`config.mk`:
```
export PLATFORM = sky130hd
export DESIGN_NAME = wb_sdram_wbuf
export DESIGN_NICKNAME = d
export VERILOG_FILES = /design/src/rtl/wb_sdram_pkg.sv /design/src/rtl/wb_sdram_wbuf_fifo.sv /design/src/rtl/wb_sdram_wbuf.sv
export SDC_FILE = /design/constraint.sdc
export NUM_CORES = 1
export LEC_CHECK = 0
export BUFFER_PORTS_ARGS = -buffer_cell sky130_fd_sc_hd__buf_2
export CORE_MARGIN = 8
export CORE_UTILIZATION = 43
export CTS_CLUSTER_SIZE = 28
export DETAILED_ROUTE_END_ITERATION = 12
export GPL_TIMING_DRIVEN = 0
export SLEW_MARGIN = 20
export SYNTH_ARGS = -nofsm -noshare
export SYNTH_HDL_FRONTEND = slang
export SYNTH_SLANG_ARGS = --single-unit
```
`constraint.sdc`:
```
create_clock -name wb_clk -period 3.3 [get_ports wb_clk]
set_clock_uncertainty 0.05 [all_clocks]
set_input_delay 0.165 -clock wb_clk [delete_from_list [all_inputs] [get_ports wb_clk]]
set_output_delay 0.165 -clock wb_clk [all_outputs]
set_load 0.05 [all_outputs]
```
`src/rtl/wb_sdram_pkg.sv`:
```
// Shared types and constants for the SDRAM Wishbone write-posting buffer.
package wb_sdram_pkg;

  typedef enum logic [1:0] {
    StIdle,
    StWr,
    StRd
  } mstate_e;

  localparam logic [2:0] CtiClassic = 3'b000;
  localparam logic [1:0] BteLinear  = 2'b00;

  localparam int unsigned DatWidth = 32;
  localparam int unsigned SelWidth = 4;

  // FIFO entry packs {adr, dat, sel}.
  function automatic int unsigned entry_width(int unsigned adr_width);
    return adr_width + DatWidth + SelWidth;
  endfunction

endpackage

```
`src/rtl/wb_sdram_wbuf_fifo.sv`:
```
// Register-array FIFO of posted writes with a tail-write port for merging.
module wb_sdram_wbuf_fifo
  import wb_sdram_pkg::*;
#(
  parameter int unsigned DepthLog2 = 2,
  parameter int unsigned AdrWidth  = 32
) (
  input  logic                clk,
  input  logic                rst_n,
  input  logic                push,
  input  logic [AdrWidth-1:0] push_adr,
  input  logic [31:0]         push_dat,
  input  logic [3:0]          push_sel,
  input  logic                pop,
  input  logic                merge,
  input  logic [31:0]         merge_dat,
  input  logic [3:0]          merge_sel,
  output logic [AdrWidth-1:0] head_adr,
  output logic [31:0]         head_dat,
  output logic [3:0]          head_sel,
  output logic [AdrWidth-1:0] tail_adr,
  output logic                full,
  output logic                empty,
  output logic                tail_is_head
);

  localparam int unsigned Depth  = 1 << DepthLog2;
  localparam int unsigned EntryW = entry_width(AdrWidth);
  localparam logic [DepthLog2:0] PtrOne = 1;

  logic [EntryW-1:0]    mem [Depth];
  logic [DepthLog2:0]   wr_ptr_q, rd_ptr_q, tail_ptr;
  logic [DepthLog2-1:0] wr_idx, rd_idx, tail_idx;
  logic [EntryW-1:0]    head, tail;

  assign wr_idx   = wr_ptr_q[DepthLog2-1:0];
  assign rd_idx   = rd_ptr_q[DepthLog2-1:0];
  assign tail_ptr = wr_ptr_q - PtrOne;
  assign tail_idx = tail_ptr[DepthLog2-1:0];

  assign empty        = (wr_ptr_q == rd_ptr_q);
  assign full         = (wr_ptr_q[DepthLog2] != rd_ptr_q[DepthLog2]) &&
                        (wr_idx == rd_idx);
  assign tail_is_head = ((wr_ptr_q - rd_ptr_q) == PtrOne);

  assign head     = mem[rd_idx];
  assign tail     = mem[tail_idx];
  assign head_adr = head[EntryW-1 -: AdrWidth];
  assign head_dat = head[SelWidth +: DatWidth];
  assign head_sel = head[SelWidth-1:0];
  assign tail_adr = tail[EntryW-1 -: AdrWidth];

  // Pointer update; push and pop may coincide.
  always_ff @(posedge clk) begin
    if (!rst_n) begin
      wr_ptr_q <= '0;
      rd_ptr_q <= '0;
    end else begin
      if (push) wr_ptr_q <= wr_ptr_q + PtrOne;
      if (pop)  rd_ptr_q <= rd_ptr_q + PtrOne;
    end
  end

  // Entry storage: push writes a fresh entry, merge overlays bytes on the tail.
  always_ff @(posedge clk) begin
    if (push) begin
      mem[wr_idx] <= {push_adr, push_dat, push_sel};
    end else if (merge) begin
      for (int b = 0; b < SelWidth; b++) begin
        if (merge_sel[b]) mem[tail_idx][SelWidth + 8*b +: 8] <= merge_dat[8*b +: 8];
      end
      mem[tail_idx][SelWidth-1:0] <= tail[SelWidth-1:0] | merge_sel;
    end
  end

endmodule

```
`src/rtl/wb_sdram_wbuf.sv`:
```
// Wishbone write-posting buffer in front of one SDRAM arbiter port.
// Optional write merging into the newest entry: define WB_SDRAM_WBUF_MERGE_EN.
module wb_sdram_wbuf
  import wb_sdram_pkg::*;
#(
  parameter int unsigned DEPTH_LOG2 = 2,
  parameter int unsigned ADR_WIDTH  = 32
) (
  input  logic                 wb_clk,
  input  logic                 wb_rst_n,
  input  logic [ADR_WIDTH-1:0] s_adr_i,
  input  logic [31:0]          s_dat_i,
  input  logic [3:0]           s_sel_i,
  input  logic                 s_we_i,
  input  logic                 s_stb_i,
  input  logic                 s_cyc_i,
  output logic [31:0]          s_dat_o,
  output logic                 s_ack_o,
  output logic [ADR_WIDTH-1:0] m_adr_o,
  output logic [31:0]          m_dat_o,
  output logic [3:0]           m_sel_o,
  output logic                 m_we_o,
  output logic                 m_stb_o,
  output logic                 m_cyc_o,
  output logic [2:0]           m_cti_o,
  output logic [1:0]           m_bte_o,
  input  logic [31:0]          m_dat_i,
  input  logic                 m_ack_i
);

  mstate_e              state_q, state_d;
  logic                 rd_pend_q, rd_pend_d;
  logic [ADR_WIDTH-1:0] rd_adr_q;
  logic [3:0]           rd_sel_q;
  logic                 s_ack_q, s_ack_d;
  logic [31:0]          s_dat_q, s_dat_d;
  logic [ADR_WIDTH-1:0] m_adr_q, m_adr_d;
  logic [31:0]          m_dat_q, m_dat_d;
  logic [3:0]           m_sel_q, m_sel_d;
  logic                 m_we_q, m_we_d;

  logic                 wr_req, rd_req, push, pop, merge, rd_done;
  logic [ADR_WIDTH-1:0] head_adr, tail_adr;
  logic [31:0]          head_dat;
  logic [3:0]           head_sel;
  logic                 fifo_full, fifo_empty, tail_is_head;
  logic                 unused_tail;

  assign wr_req = s_cyc_i & s_stb_i & s_we_i & ~s_ack_q & ~rd_pend_q;
  assign rd_req = s_cyc_i & s_stb_i & ~s_we_i & ~s_ack_q & ~rd_pend_q;

`ifdef WB_SDRAM_WBUF_MERGE_EN
  // A single-entry FIFO's tail is the head being (or about to be) replayed.
  assign merge = wr_req & ~fifo_empty & ~tail_is_head &
                 (s_adr_i[ADR_WIDTH-1:2] == tail_adr[ADR_WIDTH-1:2]);
  assign unused_tail = ^tail_adr[1:0];
`else
  assign merge = 1'b0;
  assign unused_tail = ^{tail_adr, tail_is_head};
`endif

  assign push = wr_req & ~fifo_full & ~merge;

  wb_sdram_wbuf_fifo #(
    .DepthLog2 (DEPTH_LOG2),
    .AdrWidth  (ADR_WIDTH)
  ) u_fifo (
    .clk          (wb_clk),
    .rst_n        (wb_rst_n),
    .push         (push),
    .push_adr     (s_adr_i),
    .push_dat     (s_dat_i),
    .push_sel     (s_sel_i),
    .pop          (pop),
    .merge        (merge),
    .merge_dat    (s_dat_i),
    .merge_sel    (s_sel_i),
    .head_adr     (head_adr),
    .head_dat     (head_dat),
    .head_sel     (head_sel),
    .tail_adr     (tail_adr),
    .full         (fifo_full),
    .empty        (fifo_empty),
    .tail_is_head (tail_is_head)
  );

  // Master FSM: drain posted writes first, then issue a pending read.
  always_comb begin
    state_d = state_q;
    m_adr_d = m_adr_q;
    m_dat_d = m_dat_q;
    m_sel_d = m_sel_q;
    m_we_d  = m_we_q;
    s_dat_d = s_dat_q;
    pop     = 1'b0;
    rd_done = 1'b0;
    case (state_q)
      StIdle: begin
        if (!fifo_empty) begin
          state_d = StWr;
          m_adr_d = head_adr;
          m_dat_d = head_dat;
          m_sel_d = head_sel;
          m_we_d  = 1'b1;
        end else if (rd_pend_q && s_cyc_i) begin
          state_d = StRd;
          m_adr_d = rd_adr_q;
          m_sel_d = rd_sel_q;
          m_we_d  = 1'b0;
        end
      end
      StWr: begin
        if (m_ack_i) begin
          pop     = 1'b1;
          state_d = StIdle;
        end
      end
      StRd: begin
        if (m_ack_i) begin
          s_dat_d = m_dat_i;
          rd_done = 1'b1;
          state_d = StIdle;
        end
      end
      default: state_d = StIdle;
    endcase
  end

  // Slave-side ack and read-pending tracking; an abandoned read is forgotten before RD.
  always_comb begin
    s_ack_d   = push | merge | (rd_done & s_cyc_i);
    rd_pend_d = rd_pend_q;
    if (rd_done) begin
      rd_pend_d = 1'b0;
    end else if (rd_pend_q && !s_cyc_i && state_q != StRd) begin
      rd_pend_d = 1'b0;
    end else if (rd_req) begin
      rd_pend_d = 1'b1;
    end
  end

  // State and output registers.
  always_ff @(posedge wb_clk) begin
    if (!wb_rst_n) begin
      state_q   <= StIdle;
      rd_pend_q <= 1'b0;
      rd_adr_q  <= '0;
      rd_sel_q  <= '0;
      s_ack_q   <= 1'b0;
      s_dat_q   <= '0;
      m_adr_q   <= '0;
      m_dat_q   <= '0;
      m_sel_q   <= '0;
      m_we_q    <= 1'b0;
    end else begin
      state_q   <= state_d;
      rd_pend_q <= rd_pend_d;
      if (rd_req) begin
        rd_adr_q <= s_adr_i;
        rd_sel_q <= s_sel_i;
      end
      s_ack_q   <= s_ack_d;
      s_dat_q   <= s_dat_d;
      m_adr_q   <= m_adr_d;
      m_dat_q   <= m_dat_d;
      m_sel_q   <= m_sel_d;
      m_we_q    <= m_we_d;
    end
  end

  assign s_ack_o = s_ack_q;
  assign s_dat_o = s_dat_q;
  assign m_adr_o = m_adr_q;
  assign m_dat_o = m_dat_q;
  assign m_sel_o = m_sel_q;
  assign m_we_o  = m_we_q;
  assign m_stb_o = (state_q != StIdle);
  assign m_cyc_o = (state_q != StIdle);
  assign m_cti_o = CtiClassic;
  assign m_bte_o = BteLinear;

endmodule

```
==> run metrics, run 1 <==
gr usage total 17.5%; area delta synth->final 27.6%; Worst setup EP type register; sequential area share after synthesis 70.9%; GRT Residual Overflow 0; Post-DP HPWL 24,600 µm; Post-synth EDFFs 272; PD cells 625 nW/µm²; CTS Sinks 421; worst hold path class in -> reg; # DRC 0; Post-DP Area 17,500 µm²; Mapped Cells 1,073; Tightest Pin Transition 0.866 ns; P_leak 0.00715 µW; core area 36,300 µm²; die area 43,000 µm²; r2r startpoint u_fifo.wr_ptr_q[1]; Routed WL per cell 19.7 µm; Slew Limit Headroom 42.2%; final-report hold violation count 0; critical path data required time 3.47 ns; routed via count 9,862; CP Data Arrival Time 2.68 ns; Synth top area share 51.9%; worst r2r path cells 5; ranking of synthesized cells by area edfxtp_1 (52%), dfxtp_1 (19%), mux4_2 (9.7%); Die Span X 207 µm; CP max stage cell xor2_1; status finished, final reports clean; row count 70; Fmax 0.398 GHz; clock-pin slew on the worst setup and hold paths 0.06 ns; startpoint types register; largest net degree at the start of global routing 42; Routed Antenna Nets 0; Period Utilization, post-route 76.1%; CTS tree yes; latest clock arrival within the worst-skew pair 0.54 ns; cell repeated most along the worst path buf_12; vias in the first global route 10,215; H-tree depth 2; die height 207 µm; clk buf depth 3; synth unique cells 35; crit path from u_fifo.wr_ptr_q[1]; Setup WS post-layout 0.788 ns; CP Cell Sequence xor2_1 > o311a_4 > and2_4 > buf_12 > buf_12; Pins Over Slew Limit 0; ys flop type edfxtp_1; WHS Path Cells 3; Final Critical Period 2.51 ns; initial antenna violation count 2; RePlAce Congestion 0.762; Buffers & Inverters on Critical Path 2; post-synth top area cell edfxtp_1; worst-path maximum fanout 29; Place WS 0.754 ns; input/output buffers 208; stages on the worst setup path 5; Hold Startpoint wb_rst_n; average cell area after synthesis 14.7 µm²; Initial Util 43.3%; # nets final 1,554; #FFs+latches synth 421; ys async rst share 0%; Ports 215; VDD IR max 0.000439 V; max cap viols 0; WL final 38,300 µm; Pre-Repair DR Iteration Count 6; Power, Total 12,600 µW; Mapped Area 15,700 µm²; delay-heaviest family, CP buffers and inverters; ratio of cells with drive above 1 in the final layout 26.7%; Design Area, Final 20,100 µm²; RSZ-0062 raised after global routing no; Crit Path Class reg -> reg; WHS 0.0478 ns; CP peak stage delay 0.47 ns; first-pass GRT wire length 59,800 µm; final setup fails 0; CTS Buf Count 45; setup tns final 0 ns; Syn. warnings 0; vias per inst 5.07; CTS root buf clkbuf_16; initial drt markers 626
[per-stage QoR]
stage	util, %	std cells
floorplan	-	1077
global placement	47.8	1753
detailed placement	48.2	1759
CTS	55.2	1945
global route	55.2	1946
finish	55.2	1946
[layout by cell type, fill, tap and decap left out, types with 2 or more instances in the layout]
cell / instances
ha_1: 8
clkinv_2: 6
and2_4: 4
o21ai_0: 5
xor2_1: 3
a21boi_0: 79
clkbuf_16: 48
dfxtp_1: 149
xnor2_1: 5
nor2b_1: 4
inv_1: 5
buf_2: 230
buf_12: 4
bufinv_16: 4
nand2_1: 279
buf_4: 12
dlygate4sd3_1: 102
nand3_1: 2
a21oi_1: 4
a31oi_1: 37
a21boi_1: 23
buf_16: 2
o21ai_1: 35
mux4_2: 68
and2_1: 6
conb_1: 5
clkbuf_8: 7
clkinv_1: 8
buf_1: 2
edfxtp_1: 272
clkbuf_1: 44
[final cells by class]
class	instances	area [µm²]
buffer	72	350
tap	468	586
sequential	421	11200
antenna	1	2.50
inverter	5	18.8
timing repair buffer	316	2200
fill	3000	16300
multi-input combinational	579	4240
clock buffer	64	1330
clock inverter	20	195
[power breakdown]
group          total [µW]  internal [µW]  switching [µW]
combinational        1570            507            1060
clock                5090           3120            1980
sequential           5890           5790             102
total               12600           9410            3140
[flip-flops by register name (all words and copies together) (netlist names), named ones only]
register and flops:
u_fifo.mem 272, m_adr_o 32, m_dat_o 32, rd_adr_q 32, s_dat_o 32, m_sel_o 4, rd_sel_q 4, u_fifo.rd_ptr_q 3
u_fifo.wr_ptr_q 3, state_q 2, m_we_o 1, rd_pend_q 1, s_ack_o 1
[worst reg2reg max path, delay by kind of cell (launching register included)]
kind	cells	cell delay, ns
buf+inv	2	0.50
xor+xnor	1	0.47
flops	1	0.46
simple gates	1	0.35
compound gates	1	0.33
[routing by layer]
layer  track usage, %  up-vias  share of wire [%]
li1                 -     4681                  -
met1             23.0     4877                 44
met3             3.31       44                4.9
met4             4.46        2                1.8
met2             29.7      258                 49
met5                0        -              0.031
[cell usage after synthesis, drive strengths merged, types with 3 or more instances]
| library cell | instances |
|---|---|
| inv | 5 |
| a21boi | 102 |
| xnor2 | 6 |
| o21ai | 40 |
| buf | 37 |
| nor2b | 4 |
| a31oi | 37 |
| nand3 | 3 |
| a21oi | 4 |
| clkbuf | 35 |
| mux4 | 68 |
| dfxtp | 149 |
| xor2 | 3 |
| edfxtp | 272 |
| nand2 | 279 |
| ha | 8 |
| and2 | 10 |
[logic make-up (layout without fill, tap and decap cells)]
| kind of cell | count (synthesis) | after routing | synth area share (%) |
|---|---|---|---|
| adder cells (fa/ha/maj) | 8 | 8 | 0.636 |
| AND/OR/NAND/NOR | 301 | 301 | 7.64 |
| AO/OA/AOI/OAI | 187 | 187 | 8.15 |
| buffers and inverters | 77 | 477 | 2.35 |
| multiplexers | 69 | 69 | 9.80 |
| flip-flops | 421 | 421 | 70.9 |
| other | 1 | 6 | 0.0238 |
| XOR/XNOR | 9 | 9 | 0.549 |
[final timing paths]
path                             to  slack (ns)
hold / removal           m_adr_o[0]        0.05
setup reg to reg  u_fifo.mem[3][14]        0.79
hold reg to reg         m_dat_o[29]        0.40
setup / recovery  u_fifo.mem[3][14]        0.79
[repair_timing]
action                    in CTS  in global routing
hold endpoints to repair     344                  0
buffers inserted               0                  0
hold buffers                 102                  0
gates resized for setup        0                  0
No activity file was read; power rests on OpenSTA's default activity.
==> inputs of run 2 (changes only) <==
--- a/config.mk
+++ b/config.mk
@@ -5,6 +5,7 @@
 export SDC_FILE = /design/constraint.sdc
 export NUM_CORES = 1
 export LEC_CHECK = 0
+export ABC_AREA = 1
 export BUFFER_PORTS_ARGS = -buffer_cell sky130_fd_sc_hd__buf_2
 export CORE_MARGIN = 8
 export CORE_UTILIZATION = 43
==> constraint.sdc (replaced) <==
create_clock -name wb_clk -period 2.3 [get_ports wb_clk]
set_clock_uncertainty 0.05 [all_clocks]
set_input_delay 0.115 -clock wb_clk [delete_from_list [all_inputs] [get_ports wb_clk]]
set_output_delay 0.115 -clock wb_clk [all_outputs]
set_load 0.05 [all_outputs]
==> run metrics, run 2 <==
status finished, final reports clean (unchanged); clk buf depth 3 (unchanged); # DRC 0 (unchanged); Ports 215 (unchanged); synth unique cells 29 (was 35); CTS tree yes (unchanged); Worst R2R Setup Slack 0.17 ns (was 0.79 ns); Mapped Area 16,600 µm² (was 15,700 µm²); Worst setup EP type output pin (was register); average cell area after synthesis 10.1 µm² (was 14.7 µm²); Slew Limit Headroom 34.4% (was 42.2%); WL final 46,400 µm (was 38,300 µm); final setup fails 0 (unchanged); worst-path maximum fanout 19 (was 29); CP max stage cell ha_2 (was xor2_1); Pins Over Slew Limit 0 (unchanged); Mapped Cells 1,652 (was 1,073); #FFs+latches synth 421 (unchanged); Pre-Repair DR Iteration Count 5 (was 6); # nets final 2,145 (was 1,554); Buffers & Inverters on Critical Path 4 (was 2); die area 45,200 µm² (was 43,000 µm²); GRT Residual Overflow 0 (unchanged); most frequent cells in the layout nor2_1 (487), edfxtp_1 (272), o21ai_0 (242) (was nand2_1 (279), edfxtp_1 (272), buf_2 (230)); row count 72 (was 70); critical path data required time 2.13 ns (was 3.47 ns); largest register by flop count u_fifo.mem (unchanged); VDD IR max 0.000578 V (was 0.000439 V); Post-synth EDFFs 272 (unchanged); Syn. warnings 0 (unchanged); Die Span X 213 µm (was 207 µm); initial antenna violation count 3 (was 2); sequential area share after synthesis 67.1% (was 70.9%); Crit Path Class reg -> out (was reg -> reg); Fmax 0.464 GHz; initial drt markers 1,150 (was 626); CP Data Arrival Time 1.99 ns (was 2.68 ns); Commonest cells post-synth nor2_1 (491), edfxtp_1 (272), o21ai_0 (242) (was nand2_1 (279), edfxtp_1 (272), dfxtp_1 (149)); Place WS -0.241 ns (was 0.754 ns); post-synth top area cell edfxtp_1 (unchanged); Final Critical Period 2.15 ns; H-tree depth 2 (unchanged); Initial Util 43.3% (about the same); setup tns final 0 ns (unchanged); startpoint types register (unchanged); Tightest Pin Transition 0.983 ns (was 0.866 ns); ys async rst share 0% (unchanged); cell repeated most along the worst path inv_1 (was buf_12); placed insts 2,397 (was 1,759); clock-pin slew on the worst setup and hold paths 0.06 ns (about the same); CP peak stage delay 0.51 ns (was 0.47 ns); gr usage total 20.4% (was 17.5%); routed via count 12,855 (was 9,862); Fillers 3,368 (was 3,000); input/output buffers 208 (unchanged); max cap viols 0 (unchanged); largest net degree at the start of global routing 21 (was 42); RePlAce Congestion 0.802 (was 0.762); CTS root buf clkbuf_16 (unchanged); Setup WS post-layout 0.147 ns (was 0.788 ns); Final Non-Filler Cells 2,588 (was 1,946); latest clock arrival within the worst-skew pair 0.57 ns (was 0.54 ns); RSZ-0062 raised after global routing no (unchanged); Period Utilization, post-route 93.6%; vias per inst 4.97 (was 5.07); commonest non-fill, non-tap cell in the layout nor2_1 (was nand2_1); die height 213 µm (was 207 µm); delay-heaviest family, CP buffers and inverters (unchanged); ranking of synthesized cells by area edfxtp_1 (49%), dfxtp_1 (18%), nor2_1 (11%) (was edfxtp_1 (52%), dfxtp_1 (19%), mux4_2 (9.7%)); top-count cell post-synth nor2_1 (was nand2_1); PD cells 977 nW/µm² (was 625 nW/µm²); Routed Antenna Nets 0 (unchanged); max FFs per register 272 (unchanged); Post-DP HPWL 30,500 µm (was 24,600 µm); P_leak 0.00867 µW (was 0.00715 µW); CTS Buf Count 44 (was 45); final-report hold violation count 0 (unchanged); first-pass GRT wire length 71,800 µm (was 59,800 µm); Routed WL per cell 17.9 µm (was 19.7 µm); worst hold path class in -> reg (unchanged); core area 38,400 µm² (was 36,300 µm²); CP Cell Sequence inv_1 > ha_2 > inv_1 > buf_4 > buf_2 (was xor2_1 > o311a_4 > and2_4 > buf_12 > buf_12); ratio of cells with drive above 1 in the final layout 18.2% (was 26.7%); WHS 0.0952 ns (was 0.0478 ns); Synth top area share 49.2% (was 51.9%); CTS Sinks 421 (unchanged); ys flop type edfxtp_1 (unchanged); area delta synth->final 28.4% (was 27.6%); vias in the first global route 12,832 (was 10,215)
run 2: changes by cell type after synthesis, moves of 9 or more:
| cell | delta |
|---|---|
| a21boi_0 | -79 |
| a21boi_1 | -23 |
| a21oi_1 | +38 |
| a31oi_1 | -37 |
| and2_1 | -10 |
| buf_6 | +9 |
| clkbuf_1 | +9 |
| inv_1 | +48 |
| mux4_2 | -68 |
| nand2_1 | -83 |
| nand4_1 | +38 |
| nor2_1 | +490 |
| o21ai_0 | +237 |
run 2: cell type report:
cell class | count | area (µm²) | share of cell area, %
repair buffers | 331 | 2490 | 11.7
clock inverters | 23 | 267 | 1.25
well taps | 518 | 648 | 3.04
flip-flops and latches | 421 | 11200 | 52.3
plain buffers | 108 | 591 | 2.77
clock buffers | 59 | 1220 | 5.71
inverters | 57 | 214 | 1.00
diodes | 3 | 7.51 | 0.0352
multi-input cells | 1068 | 4720 | 22.2
run 2: cell families after synthesis:
| logic type | share of synthesized area [%] |
|---|---|
| xor+xnor | 0.219 |
| buf+inv | 4.87 |
| simple gates | 17.6 |
| fa+ha+maj | 0.603 |
| other cells | 0.0226 |
| flops | 67.1 |
| compound gates | 9.58 |
run 2: layer usage:
layer / track usage (%) / vias up / routed length, µm
li1: - / 6310 / -
met1: 27.1 / 6062 / 20600
met2: 33.0 / 401 / 21400
met3: 3.54 / 82 / 2990
met4: 7.97 / 0 / 1350
met5: 0 / - / 0
run 2: path summary, 6_finish.rpt:
| kind | startpoint | to | cells past startpoint |
|---|---|---|---|
| worst max-delay path | state_q[1] | m_stb_o | 5 |
| worst min-delay path | wb_rst_n | s_dat_o[14] | 4 |
| worst max register to register | u_fifo.wr_ptr_q[0] | u_fifo.mem[2][52] | 10 |
| worst min register to register | m_we_o | m_we_o | 2 |
run 2: through the flow:
| stage | util, % | power, µW | instance area, µm² |
|---|---|---|---|
| floorplan | - | 12200 | 16700 |
| global placement | 47.9 | 13500 | 18400 |
| detailed placement | 48.9 | 13600 | 18800 |
| CTS | 55.5 | 21000 | 21300 |
| global route | 55.5 | 21800 | 21300 |
| finish | 55.6 | 20800 | 21300 |
run 2: worst min-delay path, cell delays in order:
cell and delay (ns):
buf_4 0.17, clkbuf_1 0.21, o21ai_0 0.12, nor2_1 0.05
run 2: timing repair:
item                                   4_1_cts  5_1_grt
hold buffers                               104        0
endpoints found under the hold margin      350        0
setup buffers                                4        0
setup endpoints to repair                   79        0
resized for setup                            1        0
run 2: power by group:
part           total [µW]  internal [µW]  switching [µW]
Clock                7260           4300            2960
Sequential           8740           8510             235
Combinational        4830           1360            3470
Total               20800          14200            6660
